===== src/rtl/multiport_register_file.sv =====
// rtl/multiport_register_file.sv - register file with masked writes, per-entry valid bits and N read ports
// Reads can be combinational or registered, with optional forwarding of a write made in the same cycle.
module multiport_register_file #(
    parameter int NUM_ENTRY    = 16,
    parameter int ADDR_WIDTH   = 4,
    parameter int DATA_WIDTH   = 16,
    parameter int NUM_RD_PORTS = 2,
    parameter int RD_LATENCY   = 0,
    parameter int BYPASS       = 1
) (
    input  logic                               clk,
    input  logic                               rst,
    input  logic                               clr,
    input  logic                               wr_en,
    input  logic [ADDR_WIDTH-1:0]              wr_addr,
    input  logic [DATA_WIDTH-1:0]              wr_data,
    input  logic [DATA_WIDTH-1:0]              wr_mask,
    input  logic [NUM_RD_PORTS*ADDR_WIDTH-1:0] rd_addr,
    output logic [NUM_RD_PORTS*DATA_WIDTH-1:0] rd_data,
    output logic [NUM_RD_PORTS-1:0]            rd_valid
);

    localparam int unsigned ENTRIES = NUM_ENTRY;

    logic [DATA_WIDTH-1:0] mem [NUM_ENTRY];
    logic [NUM_ENTRY-1:0]  valid;

    function automatic logic in_range(input logic [ADDR_WIDTH-1:0] a);
        return 32'(a) < ENTRIES;
    endfunction

    // Out-of-range addresses are folded onto entry 0; every use is qualified by in_range.
    function automatic logic [ADDR_WIDTH-1:0] safe_idx(input logic [ADDR_WIDTH-1:0] a);
        return in_range(a) ? a : '0;
    endfunction

    logic [ADDR_WIDTH-1:0] wr_idx;
    logic                  wr_hit;
    logic [DATA_WIDTH-1:0] wr_old;
    logic [DATA_WIDTH-1:0] wr_merged;

    assign wr_idx    = safe_idx(wr_addr);
    assign wr_hit    = wr_en & ~clr & ~rst & in_range(wr_addr);
    assign wr_old    = valid[wr_idx] ? mem[wr_idx] : '0;
    assign wr_merged = (wr_data & wr_mask) | (wr_old & ~wr_mask);

    always_ff @(posedge clk) begin
        if (rst || clr) begin
            valid <= '0;
        end else if (wr_hit) begin
            valid[wr_idx] <= 1'b1;
        end
    end

    // The data array has no reset; the valid bits alone decide what is visible.
    always_ff @(posedge clk) begin
        if (wr_hit) begin
            mem[wr_idx] <= wr_merged;
        end
    end

    for (genvar p = 0; p < NUM_RD_PORTS; p++) begin : g_port
        logic [ADDR_WIDTH-1:0] addr;
        logic [ADDR_WIDTH-1:0] idx;
        logic                  stored_ok;
        logic [DATA_WIDTH-1:0] next_data;
        logic                  next_valid;

        assign addr      = rd_addr[p*ADDR_WIDTH +: ADDR_WIDTH];
        assign idx       = safe_idx(addr);
        assign stored_ok = in_range(addr) & valid[idx];

        always_comb begin
            next_data  = '0;
            next_valid = 1'b0;
            if (BYPASS != 0 && wr_hit && addr == wr_addr) begin
                next_data  = wr_merged;
                next_valid = 1'b1;
            end else if (stored_ok) begin
                next_data  = mem[idx];
                next_valid = 1'b1;
            end
        end

        if (RD_LATENCY == 0) begin : g_comb
            assign rd_data[p*DATA_WIDTH +: DATA_WIDTH] = next_data;
            assign rd_valid[p]                         = next_valid;
        end else begin : g_reg
            logic [DATA_WIDTH-1:0] data_q;
            logic                  valid_q;

            always_ff @(posedge clk) begin
                if (rst || clr) begin
                    data_q  <= '0;
                    valid_q <= 1'b0;
                end else begin
                    data_q  <= next_data;
                    valid_q <= next_valid;
                end
            end

            assign rd_data[p*DATA_WIDTH +: DATA_WIDTH] = data_q;
            assign rd_valid[p]                         = valid_q;
        end
    end

endmodule

===== config.mk =====
export PLATFORM = sky130hd
export DESIGN_NAME = multiport_register_file
export DESIGN_NICKNAME = d
export VERILOG_FILES = /design/src/rtl/multiport_register_file.sv
export SDC_FILE = /design/constraint.sdc
export NUM_CORES = 1
export LEC_CHECK = 0
export CORE_MARGIN = 2
export CORE_UTILIZATION = 65
export CTS_BUF_LIST = sky130_fd_sc_hd__clkbuf_16
export CTS_CLUSTER_SIZE = 28
export DETAILED_ROUTE_END_ITERATION = 10
export MAX_ROUTING_LAYER = met4
export PLACE_DENSITY_LB_ADDON = 0.1
export SYNTH_ARGS = -nofsm -noshare
export SYNTH_HDL_FRONTEND = slang
export SYNTH_SLANG_ARGS = --single-unit

===== constraint.sdc =====
create_clock -name clk -period 6.2 [get_ports clk]
set_input_delay 1.24 -clock clk [delete_from_list [all_inputs] [get_ports clk]]
set_output_delay 1.24 -clock clk [all_outputs]
set_load 0.01 [all_outputs]

Word-level counts from Yosys, hierarchy flattened:

Memories as Yosys holds them, arrays and structs flattened.
Cells that the tools add are included.

* $lt $le $gt $ge: 4
* eq/ne operators: 2
* multiplexer cells: 19
* bitwise gates (word level): 9
* reductions and logical operators: 4

Operators by type and width (number)
* $mux W16: 5
* $and A16 B16 Y16: 2
* $or A16 B16 Y16: 2
* $not A16 Y16: 1
* $lt A4 B5 Y1 const B: 3
* $bmux W1 S4: 3
* $mux W1: 10
* $eq A4 B4 Y1: 2
* $demux W1 S4: 1
* $ge A4 B1 Y1 const B: 1
* $logic_and A1 B1 Y1: 3
* $and A1 B1 Y1: 2
* $not A1 Y1: 2
* $logic_or A1 B1 Y1: 1

* bits in registers: 16
* bits in writable memories: 256
* output and inout port bits: 34
* memories: 1

Memories
* mem: depth 16, bits a word 16, rd ports 3, clocked after memory_dff 0, wr ports 1, line 25 `logic [DATA_WIDTH-1:0] mem [NUM_ENTRY];`

Logic depth before layout (Yosys ltp):

Gate-level depths: netlist (run 1).

* depth in word-level cells: 6
* gate-level depth with buffers: 8
* depth with buffers taken out: 5

Worst setup path after synthesis (run 1):

No wires, ideal clock.

* kind: input -> output
* from: in rd_addr[2]
* to: out rd_data[5]
* arrival: 2918 ps
* data required time: 4960 ps
* slack: 2042 ps
* stages on the path: 7
* buffers on the path: 3
* path through: buf_2 -> buf_2 -> buf_1 -> mux4_2 -> mux2_2 -> a221oi_1 -> a31oi_1

* longest elaborated chain between the ends: 4
* elaborated cells between the ends (all ways): 7

Ends and longest elaborated chain
* start: declaration: line 18 `input logic [NUM_RD_PORTS*ADDR_WIDTH-1:0] rd_addr,`
* $bmux W1 S4: line 71 `assign stored_ok = in_range(addr) & valid[idx];`
* $mux W1 (implied by the code): line 71
* $mux W16: line 79 `end else if (stored_ok) begin`
* $mux W16 (*): line 76 `if (BYPASS != 0 && wr_hit && addr == wr_addr) begin`
* end: declaration: line 19 `output logic [NUM_RD_PORTS*DATA_WIDTH-1:0] rd_data,`

Every way passes the cells marked *; elsewhere a longest branch is shown, timed or not. The select of a mux whose other input is x is not followed.

Worst setup path after layout (run 1):

* from: in wr_addr[0]
* to: out rd_data[16]

* longest elaborated chain between the ends: 6
* elaborated cells between the ends (all ways): 9

Ends and longest elaborated chain
* start: declaration: line 15 `input logic [ADDR_WIDTH-1:0] wr_addr,`
* $bmux W1 S4: line 44 `assign wr_old = valid[wr_idx] ? mem[wr_idx] : '0;`
* $mux W1 (implied by the code): line 44
* $mux W16: line 44
* $and A16 B16 Y16: line 45 `assign wr_merged = (wr_data & wr_mask) | (wr_old & ~wr_mask);`
* $or A16 B16 Y16: line 45
* $mux W16 (*): line 76

Marks and branches as above.

==> results of run 1 <==
## layout by cell type (no fill, tap or decap), drive strengths merged, types with 3 or more instances in the layout
cell	Yosys	final
mux2i	133	133
o21ai	18	18
clkinvlp	0	6
a221oi	32	32
o21a	16	16
and3	32	32
edfxtp	256	256
inv	1	7
nor2	33	33
a211oi	16	16
clkdlybuf4s50	0	73
xor2	6	6
mux2	110	110
clkbuf	32	29
dfxtp	16	16
nor2b	3	3
a31oi	32	32
a22oi	32	32
clkinv	0	7
nand2b	20	20
nor3	4	4
buf	63	62
a21oi	16	16
o22ai	31	31
bufinv	0	5
mux4	109	109
nand2	71	71
## cell families (layout without fill, tap and decap cells)
| logic type | after synthesis | count (layout) |
|---|---|---|
| buffers and inverters | 96 | 189 |
| flip-flops | 272 | 272 |
| AO/OA/AOI/OAI | 193 | 193 |
| multiplexers | 352 | 352 |
| XOR/XNOR | 8 | 8 |
| AND/OR/NAND/NOR | 174 | 174 |
## stage by stage
stage	setup slack [ns]	hold slack, ns	util, %
detailed placement	0.754	0.501	70.8
global placement	0.838	0.487	70.8
CTS	0.757	0.520	74.9
global route	0.625	0.554	74.9
finish	0.699	0.518	74.9
floorplan	2.04	0.466	-
## synthesized netlist by cell type (all sizes together)
library cell  number  area share [%]
o22ai             31             1.2
xor2               6            0.33
a221oi            32             2.0
o21ai             18            0.56
a22oi             32             1.5
or3b               1           0.055
nand2             71             1.7
or3                2           0.078
nor4               2            0.16
or2                1           0.039
nor2b              3            0.12
nor2              33            0.79
clkbuf            32            0.75
and3              32             1.3
o21a              16            0.75
nand2b            20            0.78
mux2i            133             8.4
a21oi             16            0.50
nand3              1           0.031
buf               63             2.7
nand3b             2           0.094
xnor2              2            0.11
edfxtp           256              48
nor3               4            0.13
inv                1           0.023
dfxtp             16             2.0
a31oi             32             1.3
mux2             110             7.8
nor3b              1           0.047
and2               1           0.039
mux4             109              16
a211oi            16            0.75
## worst max-delay path: cells and delay by family
kind,cells,cell delay [ns]
buf+inv,3,1.51
mux,3,1.16
compound gates,2,0.33
## area by class of cell
class / instances / area, µm²
flip-flops and latches: 272 / 8010
multi-input cells: 727 / 7500
clock buffers: 29 / 726
repair buffers: 135 / 1250
clock inverters: 24 / 270
fillers: 1514 / 6090
well taps: 324 / 405
inverters: 1 / 3.75
## registers in the layout, indices dropped and copies added, names as in the netlist
| register | count |
|---|---|
| mem | 256 |
| valid | 16 |
## path summary, 6_finish.rpt
kind | end | slack, ns | cells past startpoint
setup / recovery | rd_data[16] | 0.70 | 8
setup reg to reg | mem[15][0]$_DFFE_PP_ | 3.58 | 6
hold reg to reg | valid[4]$_SDFFE_PP0P_ | 0.52 | 1
hold / removal | valid[4]$_SDFFE_PP0P_ | 0.52 | 1
## power groups by stage
| stage | clock [mW] | sequential, mW | combinational [mW] |
|---|---|---|---|
| 3_3_place_gp | 0 | 2.05 | 0.444 |
| 5_1_grt | 1.88 | 2.02 | 0.486 |
| 2_1_floorplan | 0 | 2.05 | 0.313 |
| 6_report | 1.80 | 2.02 | 0.464 |
| 4_1_cts | 1.80 | 2.02 | 0.455 |
| 3_5_place_dp | 0 | 2.05 | 0.451 |
## routing by layer
metal / vias to the layer above / wire length, µm
li1: 4662 / -
met1: 5569 / 16900
met2: 909 / 22100
met3: 222 / 5620
met4: 0 / 2690
met5: - / 0
==> summary.txt, run 1 <==
Critical Path RT = 4.96 ns
# IOs = 82
Placed insts = 1459
Critical hold path startpoint = valid[4]$_SDFFE_PP0P_
Relative slew slack = 32.3%
Post-route cell area = 18200 µm²
Fin crit share = 88.7%
Clock buffer count from CTS = 29
Worst Hold Class = register to register
PortBufs = 81
LEAKAGE = 6.66 nW
Setup repair bufs after CTS = 0
Final HPWL DP = 29400 µm
# resized after CTS = 0
Vias in the first global route = 11500
Critical path capture point type = output port
H-tree depth = 1
CP max FO = 9
CTS Buffer Depth = 3
Largest family of logic cells by synthesized area = multiplexers
Peak Freq = 182 MHz
Detailed-route via count = 11400
Register bit total from synthesis = 272
CP dominant cell by count = clkdlybuf4s50_1
Crit path cell chain = clkdlybuf4s50_1, mux4_2, mux2i_1, mux2i_2, buf_4, o21ai_1, a31oi_1, clkdlybuf4s50_1
Die Ht = 161 µm
Num rows = 57
Origin of the worst setup path = wr_addr[0]
Post-synthesis compound-gate area fraction = 8.54%
GRT met2 Usage = 57.4%
Post-Synth Simple-Gate Area = 5.28%
Synth Instances = 1095
Syn Area/Cell = 14.6 µm²
Worst slew pin tran = 1.01 ns
Syn Nets = 1143
GR Overflow Total = 0
Sw Pwr = 989 µW
Overall routing resource usage = 38.1%
CP max stage cell = mux2i_2
Combinational power share = 10.9%
Area growth syn-to-layout = 13.8%
Setup TNS Final = 0 ns
FF-to-FF Start = valid[7]$_SDFFE_PP0P_
Cell variety after synth = 40
Crit path DAT = 4.26 ns
First-pass iteration count of the detailed router = 5
Clock power share = 42.0%
Multiplexer share of the synthesized area = 32.1%
Worst skew pair latency = 0.56 ns
P per Cell Area = 236 nW/µm²
Die area = 25800 µm²
Total power = 4.28 mW
Layout cell share with drive strength beyond 1 = 28.1%
Clk slew on worst S/H paths = 0.06 ns
First-pass GRT wire length = 70500 µm
Post-Layout Cell Count = 1512
XOR/XNOR share of the synthesized area = 0.439%
Routability cong. = 0.971
TritonCTS clock tree = yes
Initial Util = 65.8%
Sequential power share = 47.1%
Final clock skew = 0.0125 ns
CTS Sinks = 272
Met1 GRT Util = 49.3%
Fin crit period = 5.50 ns
Post-synthesis adder-cell area fraction = 0%
Remaining DRCs = 0
CORE AREA = 24200 µm²
Root buf cell = clkbuf_16
Final setup fails = 0
Final #Nets = 1214
Internal Power = 3.29 mW
WL final = 47300 µm
Total inserted antenna cells = 0
Synth Cell Area = 16000 µm²
GR peak layer = met2
Largest stage delay on the critical path = 0.65 ns
DR WL/cell = 31.3 µm
Unrepaired setup endpoints after global routing = no
Max-Cap Viols = 0
Post-CTS Hold Buffers = 0
Detail Route Antenna Nets = 0
Dpl cell area = 17200 µm²
Critical path class = primary input to output port
VDD IR max = 0.186 mV
Via-per-instance ratio = 7.51
Die Wd = 161 µm
1st-iter DRT viols = 1598
Status = completed
GR Layer Usage met3 = 7.75%
Final slew viol count = 0
Sw Share = 23.1%
CP Launch Type = primary input
YS warnings = 0
Final hold viol count = 0
Antenna violations before repair = 0
Seq/Total Area, Yosys = 50.2%
Largest net degree at the start of global routing = 89
(Power assumes the default switching activity.)
==> run 2, diff against run 1 <==
- CORE_MARGIN: 2 -> default
==> run 2 against run 1 <==
  * Sequential cell count did not move
  * Combinational power barely moved
  * Largest cell class unchanged
  * Clock skew fell by 0.0032 ns
  * Core utilization rose by 1.1 points
  * Die area fell by 2.5%
  * Clock-buffer cell count did not move
  * Critical path depth did not move
  * Non-clock buffer count fell by 1
==> summary.txt, run 2 (synthesized netlist as in run 1, its figures left out) <==
Origin of the worst setup path = wr_addr[0] (unchanged)
Max reg flops = 256 (unchanged)
Via-per-instance ratio = 7.69 (was 7.51)
Status = completed (unchanged)
Final HPWL DP = 30300 µm (was 29400 µm)
Sequential power share = 48.0% (was 47.1%)
Fin crit period = 5.49 ns (was 5.50 ns)
Final hold viol count = 0 (unchanged)
Clk slew on worst S/H paths = 0.06 ns (about the same)
Largest stage delay on the critical path = 0.71 ns (was 0.65 ns)
Unrepaired setup endpoints after global routing = no (unchanged)
Reg area = 8010 µm² (unchanged)
H-tree depth = 1 (unchanged)
Crit path DAT = 4.25 ns (was 4.26 ns)
Final setup fails = 0 (unchanged)
P per Cell Area = 232 nW/µm² (was 236 nW/µm²)
Relative slew slack = 29.8% (was 32.3%)
WL final = 48700 µm (was 47300 µm)
Post-CTS Hold Buffers = 0 (unchanged)
CTS Buffer Depth = 3 (unchanged)
Biggest registers after layout = mem x256, valid x16 (unchanged)
# IOs = 82 (unchanged)
Area occupied by multi-input gates = 7490 µm² (was 7500 µm²)
Die Wd = 159 µm (was 161 µm)
FF-to-FF Start = valid[7]$_SDFFE_PP0P_ (unchanged)
First-pass iteration count of the detailed router = 6 (was 5)
Fillers = 1400 (was 1514)
CP max stage cell = mux2i_2 (unchanged)
Layout cell share with drive strength beyond 1 = 27.7% (was 28.1%)
Detail Route Antenna Nets = 0 (unchanged)
Reg with most FFs = mem (unchanged)
Fin crit share = 88.5% (was 88.7%)
Commonest non-fill, non-tap cell in the layout = edfxtp_1 (unchanged)
Num rows = 56 (was 57)
Largest net degree at the start of global routing = 97 (was 89)
Worst skew pair latency = 0.54 ns (was 0.56 ns)
Internal Power = 3.23 mW (was 3.29 mW)
Vias in the first global route = 11600 (was 11500)
First-pass GRT wire length = 72100 µm (was 70500 µm)
Antenna violations before repair = 0 (unchanged)
CP Launch Type = primary input (unchanged)
Worst slew pin tran = 1.05 ns (was 1.01 ns)
Total power = 4.20 mW (was 4.28 mW)
LEAKAGE = 6.63 nW (was 6.66 nW)
Final clock skew = 0.00932 ns (was 0.0125 ns)
Die area = 25200 µm² (was 25800 µm²)
Critical path class = primary input to output port (unchanged)
Initial Util = 67.2% (was 65.8%)
Critical Path RT = 4.96 ns (about the same)
Most frequent cells in the layout = 256 x edfxtp_1, 132 x mux2i_1, 110 x mux2_2 (unchanged)
Final slew viol count = 0 (unchanged)
Remaining DRCs = 0 (unchanged)
Die Ht = 159 µm (was 161 µm)
PortBufs = 81 (unchanged)
1st-iter DRT viols = 1520 (was 1598)
Overall routing resource usage = 39.9% (was 38.1%)
Family with the most delay on the worst path = buffers and inverters (unchanged)
Clock power share = 40.8% (was 42.0%)
TritonCTS clock tree = yes (unchanged)
Post-route cell area = 18100 µm² (was 18200 µm²)
Critical path capture point type = output port (unchanged)
Clock buffer count from CTS = 29 (unchanged)
Sw Share = 23.0% (was 23.1%)
CTS Sinks = 272 (unchanged)
VDD IR max = 0.237 mV (was 0.186 mV)
CP Buf/Inv Count = 3 (unchanged)
Peak Freq = 182 MHz (about the same)
CP dominant cell by count = clkdlybuf4s50_1 (unchanged)
Total inserted antenna cells = 0 (unchanged)
Area growth syn-to-layout = 13.1% (was 13.8%)
Setup repair bufs after CTS = 0 (unchanged)
Setup TNS Final = 0 ns (unchanged)
DR WL/cell = 32.4 µm (was 31.3 µm)
Root buf cell = clkbuf_16 (unchanged)
Dpl cell area = 17100 µm² (was 17200 µm²)
Critical hold path startpoint = valid[2]$_SDFFE_PP0P_ (was valid[4]$_SDFFE_PP0P_)
# resized after CTS = 0 (unchanged)
GR Overflow Total = 0 (unchanged)
Routability cong. = 0.936 (was 0.971)
Detailed-route via count = 11600 (was 11400)
Sw Pwr = 966 µW (was 989 µW)
CP max FO = 9 (unchanged)
CORE AREA = 23800 µm² (was 24200 µm²)
Crit path cell chain = clkdlybuf4s50_1, mux4_2, mux2i_1, mux2i_2, buf_4, o21ai_1, a31oi_1, clkdlybuf4s50_1 (unchanged)
Max-Cap Viols = 0 (unchanged)
Final #Nets = 1213 (was 1214)
Worst Hold Class = register to register (unchanged)
Combinational power share = 11.1% (was 10.9%)
-- run 2: worst paths after layout --
path,end,cells after the start,slack [ns]
setup / recovery,rd_data[10],8,0.71
hold / removal,valid[2]$_SDFFE_PP0P_,1,0.52
setup reg to reg,mem[0][10]$_DFFE_PP_,6,3.47
hold reg to reg,valid[2]$_SDFFE_PP0P_,1,0.52
-- run 2: area by class of cell --
cell class | instances | share of cell area (%)
flip-flops and latches | 272 | 44.4
multi-input cells | 727 | 41.5
repair buffers | 134 | 6.74
clock buffers | 29 | 4.02
well taps | 319 | 2.21
clock inverters | 23 | 1.16
inverters | 1 | 0.0208
-- run 2: worst reg2reg max path, stage by stage, from the launching register on --
cell	delay [ns]
dfxtp_1	0.41
mux4_2	0.26
mux2i_1	0.08
mux2i_2	0.71
buf_4	0.37
o21ai_1	0.15
nand2_1	0.47
-- run 2: power groups by stage --
stage / logic [mW] / clock network (mW) / registers [mW]
floorplan: 0.313 / 0 / 2.05
global placement: 0.446 / 0 / 2.05
detailed placement: 0.453 / 0 / 2.05
CTS: 0.456 / 1.73 / 2.02
global route: 0.486 / 1.79 / 2.02
finish: 0.467 / 1.71 / 2.02
-- run 2: per-layer routing --
metal | vias to the layer above | part of all wire [%] | GRT usage, %
met2 | 1038 | 46 | 61.3
met4 | 0 | 5.5 | 19.2
met1 | 5668 | 35 | 50.9
met5 | - | 0 | -
met3 | 212 | 13 | 8.49
li1 | 4657 | - | -
-- run 2: per-stage QoR --
stage / setup WS (ns) / utilization, % / hold WS, ns / std cells
finish: 0.712 / 76.0 / 0.524 / 1505
global placement: 0.873 / 72.1 / 0.492 / 1453
floorplan: 2.04 / - / 0.466 / 1095
CTS: 0.783 / 76.0 / 0.512 / 1505
global route: 0.626 / 76.0 / 0.525 / 1505
detailed placement: 0.785 / 72.1 / 0.498 / 1453
